<file path="src/rtl/cpu_oci_dct_capture_pkg.sv">
// rtl/cpu_oci_dct_capture_pkg.sv - shared types and constants for the DCT capture buffer
package cpu_oci_dct_pkg;

    typedef enum logic [1:0] {
        ST_CAPTURE = 2'd0,
        ST_FROZEN  = 2'd1,
        ST_DRAIN   = 2'd2,
        ST_DONE    = 2'd3
    } dct_state_e;

    localparam bit DCT_MODE_DROP = 1'b0;
    localparam bit DCT_MODE_WRAP = 1'b1;

endpackage

</file>
<file path="src/rtl/cpu_oci_dct_capture_if.sv">
// rtl/cpu_oci_dct_capture_if.sv - capture, control and drain signals of the DCT buffer
interface cpu_oci_dct_capture_if #(
    parameter int DATA_W = 30,
    parameter int DEPTH  = 16
);
    localparam int CNT_W = $clog2(DEPTH + 1);

    logic              dct_valid;
    logic [DATA_W-1:0] dct_word;
    logic              test_ending;
    logic              test_has_ended;
    logic              rd_valid;
    logic [DATA_W-1:0] rd_data;
    logic              rd_ready;
    logic [CNT_W-1:0]  dct_count;
    logic              overflow;
    logic              capturing;
    logic              drain_done;

    modport master (
        output dct_valid, dct_word, test_ending, test_has_ended, rd_ready,
        input  rd_valid, rd_data, dct_count, overflow, capturing, drain_done
    );

    modport slave (
        input  dct_valid, dct_word, test_ending, test_has_ended, rd_ready,
        output rd_valid, rd_data, dct_count, overflow, capturing, drain_done
    );

endinterface

</file>
<file path="src/rtl/cpu_oci_dct_ram.sv">
// rtl/cpu_oci_dct_ram.sv - register array with one write port and one asynchronous read port
module cpu_oci_dct_ram #(
    parameter int DATA_W = 30,
    parameter int DEPTH  = 16
) (
    input  logic                     clk,
    input  logic                     i_we,
    input  logic [$clog2(DEPTH)-1:0] i_waddr,
    input  logic [DATA_W-1:0]        i_wdata,
    input  logic [$clog2(DEPTH)-1:0] i_raddr,
    output logic [DATA_W-1:0]        o_rdata
);

    logic [DATA_W-1:0] r_mem [DEPTH];

    always_ff @(posedge clk) begin
        if (i_we) begin
            r_mem[i_waddr] <= i_wdata;
        end
    end

    assign o_rdata = r_mem[i_raddr];

endmodule

</file>
<file path="src/rtl/cpu_oci_dct_capture.sv">
// rtl/cpu_oci_dct_capture.sv - circular DCT capture store with freeze and oldest-first drain
module cpu_oci_dct_capture
    import cpu_oci_dct_pkg::*;
#(
    parameter int DATA_W    = 30,
    parameter int DEPTH     = 16,
    parameter bit WRAP_MODE = DCT_MODE_WRAP
) (
    input  logic                  clk,
    input  logic                  reset,
    cpu_oci_dct_capture_if.slave  bus
);

    localparam int CNT_W = $clog2(DEPTH + 1);
    localparam int PTR_W = $clog2(DEPTH);

    dct_state_e        r_state;
    dct_state_e        w_next_state;
    logic [PTR_W-1:0]  r_wr_ptr;
    logic [PTR_W-1:0]  r_rd_ptr;
    logic [CNT_W-1:0]  r_count;
    logic              r_overflow;

    logic              w_full;
    logic              w_empty;
    logic              w_cap_valid;
    logic              w_we;
    logic              w_rd_valid;
    logic              w_hs;
    logic [DATA_W-1:0] w_rdata;

    assign w_full      = (r_count == CNT_W'(DEPTH));
    assign w_empty     = (r_count == '0);
    assign w_cap_valid = (r_state == ST_CAPTURE) && bus.dct_valid;
    assign w_we        = w_cap_valid && (!w_full || (WRAP_MODE == DCT_MODE_WRAP));
    assign w_rd_valid  = (r_state == ST_DRAIN) && !w_empty;
    assign w_hs        = w_rd_valid && bus.rd_ready;

    always_comb begin
        w_next_state = r_state;
        case (r_state)
            ST_CAPTURE: begin
                if (bus.test_has_ended) begin
                    w_next_state = ST_DRAIN;
                end else if (bus.test_ending) begin
                    w_next_state = ST_FROZEN;
                end
            end
            ST_FROZEN: begin
                if (bus.test_has_ended) begin
                    w_next_state = ST_DRAIN;
                end
            end
            // Exit is judged on the registered count, so the last beat is followed by one idle DRAIN cycle.
            ST_DRAIN: begin
                if (w_empty) begin
                    w_next_state = ST_DONE;
                end
            end
            ST_DONE:  w_next_state = ST_DONE;
            default:  w_next_state = ST_CAPTURE;
        endcase
    end

    always_ff @(posedge clk) begin
        if (reset) begin
            r_state    <= ST_CAPTURE;
            r_wr_ptr   <= '0;
            r_rd_ptr   <= '0;
            r_count    <= '0;
            r_overflow <= 1'b0;
        end else begin
            r_state <= w_next_state;
            if (w_we) begin
                r_wr_ptr <= r_wr_ptr + PTR_W'(1);
            end
            // A wrapping write over a full store discards the oldest entry.
            if (w_hs || (w_we && w_full)) begin
                r_rd_ptr <= r_rd_ptr + PTR_W'(1);
            end
            if (w_cap_valid && w_full) begin
                r_overflow <= 1'b1;
            end
            if (w_we && !w_full) begin
                r_count <= r_count + CNT_W'(1);
            end else if (w_hs) begin
                r_count <= r_count - CNT_W'(1);
            end
        end
    end

    cpu_oci_dct_ram #(
        .DATA_W (DATA_W),
        .DEPTH  (DEPTH)
    ) u_ram (
        .clk     (clk),
        .i_we    (w_we),
        .i_waddr (r_wr_ptr),
        .i_wdata (bus.dct_word),
        .i_raddr (r_rd_ptr),
        .o_rdata (w_rdata)
    );

    assign bus.rd_valid   = w_rd_valid;
    assign bus.rd_data    = w_rd_valid ? w_rdata : '0;
    assign bus.dct_count  = r_count;
    assign bus.overflow   = r_overflow;
    assign bus.capturing  = (r_state == ST_CAPTURE);
    assign bus.drain_done = (r_state == ST_DONE);

endmodule

</file>
<file path="src/flat_wrapper.sv">
// flat-port wrapper written by rule: the top's interface ports become plain ports
module cpu_oci_dct_capture_flat import cpu_oci_dct_pkg::*;
#(
    parameter int DATA_W    = 30,
    parameter int DEPTH     = 16,
    parameter bit WRAP_MODE = DCT_MODE_WRAP
)
  (clk, reset, bus_dct_valid, bus_dct_word, bus_test_ending, bus_test_has_ended, bus_rd_ready, bus_rd_valid, bus_rd_data, bus_dct_count, bus_overflow, bus_capturing, bus_drain_done);
  cpu_oci_dct_capture_if #(.DATA_W(DATA_W), .DEPTH(DEPTH)) bus_i ();
  input  logic clk;
  input  logic reset;
  input wire logic [$bits(bus_i.dct_valid)-1:0] bus_dct_valid;
  input wire logic [$bits(bus_i.dct_word)-1:0] bus_dct_word;
  input wire logic [$bits(bus_i.test_ending)-1:0] bus_test_ending;
  input wire logic [$bits(bus_i.test_has_ended)-1:0] bus_test_has_ended;
  input wire logic [$bits(bus_i.rd_ready)-1:0] bus_rd_ready;
  output wire logic [$bits(bus_i.rd_valid)-1:0] bus_rd_valid;
  output wire logic [$bits(bus_i.rd_data)-1:0] bus_rd_data;
  output wire logic [$bits(bus_i.dct_count)-1:0] bus_dct_count;
  output wire logic [$bits(bus_i.overflow)-1:0] bus_overflow;
  output wire logic [$bits(bus_i.capturing)-1:0] bus_capturing;
  output wire logic [$bits(bus_i.drain_done)-1:0] bus_drain_done;
  assign bus_i.dct_valid = bus_dct_valid;
  assign bus_i.dct_word = bus_dct_word;
  assign bus_i.test_ending = bus_test_ending;
  assign bus_i.test_has_ended = bus_test_has_ended;
  assign bus_i.rd_ready = bus_rd_ready;
  assign bus_rd_valid = bus_i.rd_valid;
  assign bus_rd_data = bus_i.rd_data;
  assign bus_dct_count = bus_i.dct_count;
  assign bus_overflow = bus_i.overflow;
  assign bus_capturing = bus_i.capturing;
  assign bus_drain_done = bus_i.drain_done;
  cpu_oci_dct_capture #(.DATA_W(DATA_W), .DEPTH(DEPTH), .WRAP_MODE(WRAP_MODE)) u_core (.clk(clk), .reset(reset), .bus(bus_i));
endmodule
</file>
<file path="config.mk">
export PLATFORM = sky130hd
export DESIGN_NAME = cpu_oci_dct_capture_flat
export DESIGN_NICKNAME = d
export VERILOG_FILES = /design/src/rtl/cpu_oci_dct_capture_pkg.sv /design/src/rtl/cpu_oci_dct_capture_if.sv /design/src/rtl/cpu_oci_dct_ram.sv /design/src/rtl/cpu_oci_dct_capture.sv /design/src/flat_wrapper.sv
export SDC_FILE = /design/constraint.sdc
export NUM_CORES = 1
export LEC_CHECK = 0
export CORE_AREA = 3 3 227 229
export DETAILED_ROUTE_END_ITERATION = 6
export DIE_AREA = 0 0 230 232
export GPL_TIMING_DRIVEN = 0
export SLEW_MARGIN = 40
export SYNTH_ARGS = -nofsm -noshare
export SYNTH_HDL_FRONTEND = slang
export SYNTH_SLANG_ARGS = --single-unit
</file>
<file path="constraint.sdc">
create_clock -name clk -period 4.2 [get_ports clk]
set_input_delay 0.63 -clock clk [delete_from_list [all_inputs] [get_ports clk]]
set_output_delay 0.63 -clock clk [all_outputs]
set_load 0.005 [all_outputs]
</file>
==> results summary <==
The run finished with clean final reports. The cell count after synthesis came out at 892. The clock passes through at most 3 buffers. Counting the fill cells in the layout gives 4,260. The half-perimeter wire length after detailed placement is 25,300 um. Traced cell by cell, the critical path runs through clkbuf_2 -> buf_2 -> mux4_2 -> mux2_2 -> nand2_1 -> o21ai_0 -> clkdlybuf4s50_1. Of the cells placed in the final design, the portion with a size suffix greater than 1 is 0.276. The headroom to the max-slew limit is 0.457. The final layout contains 1,074 nets. For this design, the CTS-stage hold fixing added 0 buffers.

In this run the static leakage power is 7.02 nW. In this run the worst path has a maximum fanout of 10. Routability-driven placement finished with a final weighted congestion of 0.727. The worst clock skew on the final layout came out at 0.00950 ns. The compound-cell area share of the yosys netlist is 0.0178.

The arrival time at the worst endpoint is 3.37 ns. With fillers left out, the area of the finished cells amounts to 0.0229 mm^2. The number of inserted diodes came out at 0. Broken down by cell family, the worst path's largest delay share belongs to buffers and inverters. The share of the yosys chip area belonging to registers is 0.766.

The biggest cell delay along the critical path is 0.55 ns. The transition time of the tightest slew-check pin is 0.814 ns. The via count of the first global-routing pass came out at 9,638. Dividing the detail-routed wire length by the instance count gives 23.5 um. The number of synthesized register bits is 500.

The unique cell type count in the Yosys netlist came out at 43. The shortest clock period the worst path allows after layout is 4.00 ns. The chip height is 232 um. The dominant combinational cell family by area after synthesis is multiplexers. The full die area came out at 0.0534 mm^2. The post-route core utilization came out at 0.459. The worst-skew pair later-pin latency came out at 0.57 ns. The core region area is 0.0499 mm^2. The initial antenna violation count is 0. From synthesis to final layout, the design area changed by 18.4%.

The area used by sequential logic in the layout is 0.0148 mm^2. The I/O pin count is 75. The worst setup path is launched from a flop.

The worst endpoint required time came out at 3.57 ns. In this run, CTS created clock tree buffers numbering 51. The total of warnings raised by yosys came out at 0. The final global-route overflow total is 0. TritonCTS built the clock tree. The share of synthesized flip-flops with an asynchronous set or reset is 0.

Leaving out fill and tap cells, the most frequent cell in the layout is sky130_fd_sc_hd__edfxtp_1. The post-route fraction of the period consumed by the critical path came out at 0.953. Across the VDD grid, the largest voltage drop is 0.000250 V.

The number of enable-type register cells in the synthesized netlist came out at 480. The largest net degree at the start of global routing came out at 31. The total count of hold-check failures in the final report is 0.

The number of DRC markers in iteration 0 is 775. The cell area after placement is 0.0212 mm^2. The detailed-route vias per instance is 5.18. The total vias in the final route came out at 9,010.

Of the total synthesized cell area, the portion taken by XOR and XNOR cells is 0.00136. The cell type contributing the most total cell area after synthesis is sky130_fd_sc_hd__edfxtp_1. The total of buffers placed on input and output ports is 73.

The starting density of the core is 0.388. The number of optimization iterations in the first detailed-route pass came out at 5. The total nets after synthesis is 937. Setup repair after global routing left no endpoint under its margin. The type of the most critical hold path is flop to flop.

The clock sink total came out at 500. The timing-limited maximum frequency came out at 250 MHz. The fraction of the mapped netlist area in adder cells came out at 0.00621. Setup violations remaining at the end of the flow were counted as 0. The worst setup path is captured at an output pin. The worst path buffer plus inverter count is 3. Dividing the synthesized area by the synthesized cell count gives 21.7 um^2.

The number of max-slew violations in the final report came out at 0. After synthesis, the cell types taking the most area are sky130_fd_sc_hd__edfxtp_1 (75%), sky130_fd_sc_hd__mux4_2 (14%), sky130_fd_sc_hd__dfxtp_1 (2.1%). In the final layout, the multi-input gates occupy 0.00436 mm^2. Once detail routing completed, the nets flagged for antenna violations numbered 0. The chip width came out at 230 um. The global-route wire length before repair is 61,500 um. On the critical path, the stage with the largest delay is an instance of sky130_fd_sc_hd__mux4_2. The tree is rooted in a sky130_fd_sc_hd__clkbuf_16.

The setup path with the least slack is of type flop to output pin. The number of max-capacitance violations reported came out at 0. The post-synthesis mux area share came out at 0.174. The post-detailed-route DRC marker count is 0.

The aggregate negative setup slack is 0 ns. The number of core rows came out at 82. The most used flip-flop cell after synthesis is sky130_fd_sc_hd__edfxtp_1. The global routing usage summed across all routing layers came out at 0.155.

The simple-gate area share of the yosys netlist is 0.0237. The final layout contains routed wiring with a total length of 40,900 um. After clock tree synthesis, the clock-pin slew on the worst setup and hold paths is 0.06 ns. The area fraction of the dominant cell type after synthesis came out at 0.745.

The top cell types in the final layout, fill and taps aside, are sky130_fd_sc_hd__edfxtp_1 (480), sky130_fd_sc_hd__mux4_2 (120), sky130_fd_sc_hd__clkdlybuf4s50_1 (73), sky130_fd_sc_hd__clkbuf_16 (53), sky130_fd_sc_hd__nand2_1 (40). The number of levels the H-tree was split into is 2. The mapped cell area is 0.0193 mm^2.

The worst-case hold slack is 0.474 ns. In this run the power density over the cells is 471 mW/mm^2.
## routing by layer
layer	global-route usage	part of all wire	vias to the layer above
li1	-	-	3972
met1	0.221	0.46	4797
met2	0.253	0.49	184
met3	0.0229	0.039	57
met4	0.0417	0.019	0
met5	0	0	-
## synthesized netlist by cell type, types with 2 or more instances
cell type and count:
sky130_fd_sc_hd__nand4_1 6, sky130_fd_sc_hd__mux2i_1 30, sky130_fd_sc_hd__nor2b_1 4, sky130_fd_sc_hd__a211oi_1 2
sky130_fd_sc_hd__clkbuf_1 26, sky130_fd_sc_hd__mux4_2 120, sky130_fd_sc_hd__buf_1 3, sky130_fd_sc_hd__mux2_2 31
sky130_fd_sc_hd__ha_1 8, sky130_fd_sc_hd__xor2_1 3, sky130_fd_sc_hd__dfxtp_1 20, sky130_fd_sc_hd__o21ai_0 32
sky130_fd_sc_hd__nor2_1 9, sky130_fd_sc_hd__a21oi_1 10, sky130_fd_sc_hd__edfxtp_1 480, sky130_fd_sc_hd__inv_1 8
sky130_fd_sc_hd__buf_2 13, sky130_fd_sc_hd__nand2_1 40, sky130_fd_sc_hd__nand3_1 5, sky130_fd_sc_hd__a21boi_0 2
sky130_fd_sc_hd__a21o_2 3, sky130_fd_sc_hd__and2_1 16
## final timing paths
kind | startpoint | to | slack [ns] | cells past startpoint
max reg2reg | u_core.bus.dct_count[0] | u_core.bus.dct_count[4] | 1.50 | 7
min | u_core.bus.overflow | u_core.bus.overflow | 0.47 | 2
min reg2reg | u_core.bus.overflow | u_core.bus.overflow | 0.47 | 2
max | flop | bus_rd_data[11] | 0.20 | 7
## cells by family (layout without fill, tap and decap cells)
kind of cell | count (synthesis) | in the layout
compound gates | 56 | 56
xor+xnor | 3 | 3
fa+ha+maj | 9 | 9
buf+inv | 51 | 226
flops | 500 | 500
mux | 182 | 182
simple gates | 91 | 91
## tightest hold or removal path: stages, from the launching register on
cell	delay, ns
sky130_fd_sc_hd__dfxtp_1	0.33
sky130_fd_sc_hd__inv_1	0.05
sky130_fd_sc_hd__a21oi_1	0.05
## stage by stage
step | setup WS [ns] | power, mW | cells
floorplan | 1.71 | 6.05 | 892
global placement | 0.268 | 6.40 | 1637
detailed placement | 0.370 | 6.42 | 1648
CTS | 0.00519 | 10.9 | 1739
global route | 0.0312 | 11.1 | 1739
finish | 0.198 | 10.8 | 1739
## power by group
group          internal, mW  total, mW  switching, mW  leakage (nW)
Clock                  2.67       4.48           1.81         0.815
Combinational         0.346      0.743          0.396          1.72
Sequential             5.52       5.56         0.0383          4.49
## flip-flops by register name (all words and copies together), names as in the netlist, named ones only
register and flops:
u_core.bus.dct_count 5, u_core.bus.overflow 1, u_core.r_rd_ptr 4, u_core.r_state 2, u_core.r_wr_ptr 4, u_core.u_ram.r_mem 480
## area by class of cell
| type | count | share of cell area |
|---|---|---|
| buffer | 43 | 0.00907 |
| clock buffer | 69 | 0.0623 |
| clock inverter | 22 | 0.0101 |
| inverter | 8 | 0.00131 |
| multi-input combinational | 341 | 0.190 |
| sequential | 500 | 0.647 |
| tap | 672 | 0.0367 |
| timing repair buffer | 84 | 0.0435 |
## what timing repair did
action	in CTS	in global routing
endpoints found under the setup margin	18	13
pin swaps	0	0
gates resized for setup	8	10
buffers inserted	0	0
Power figures use the tool's default switching activity.
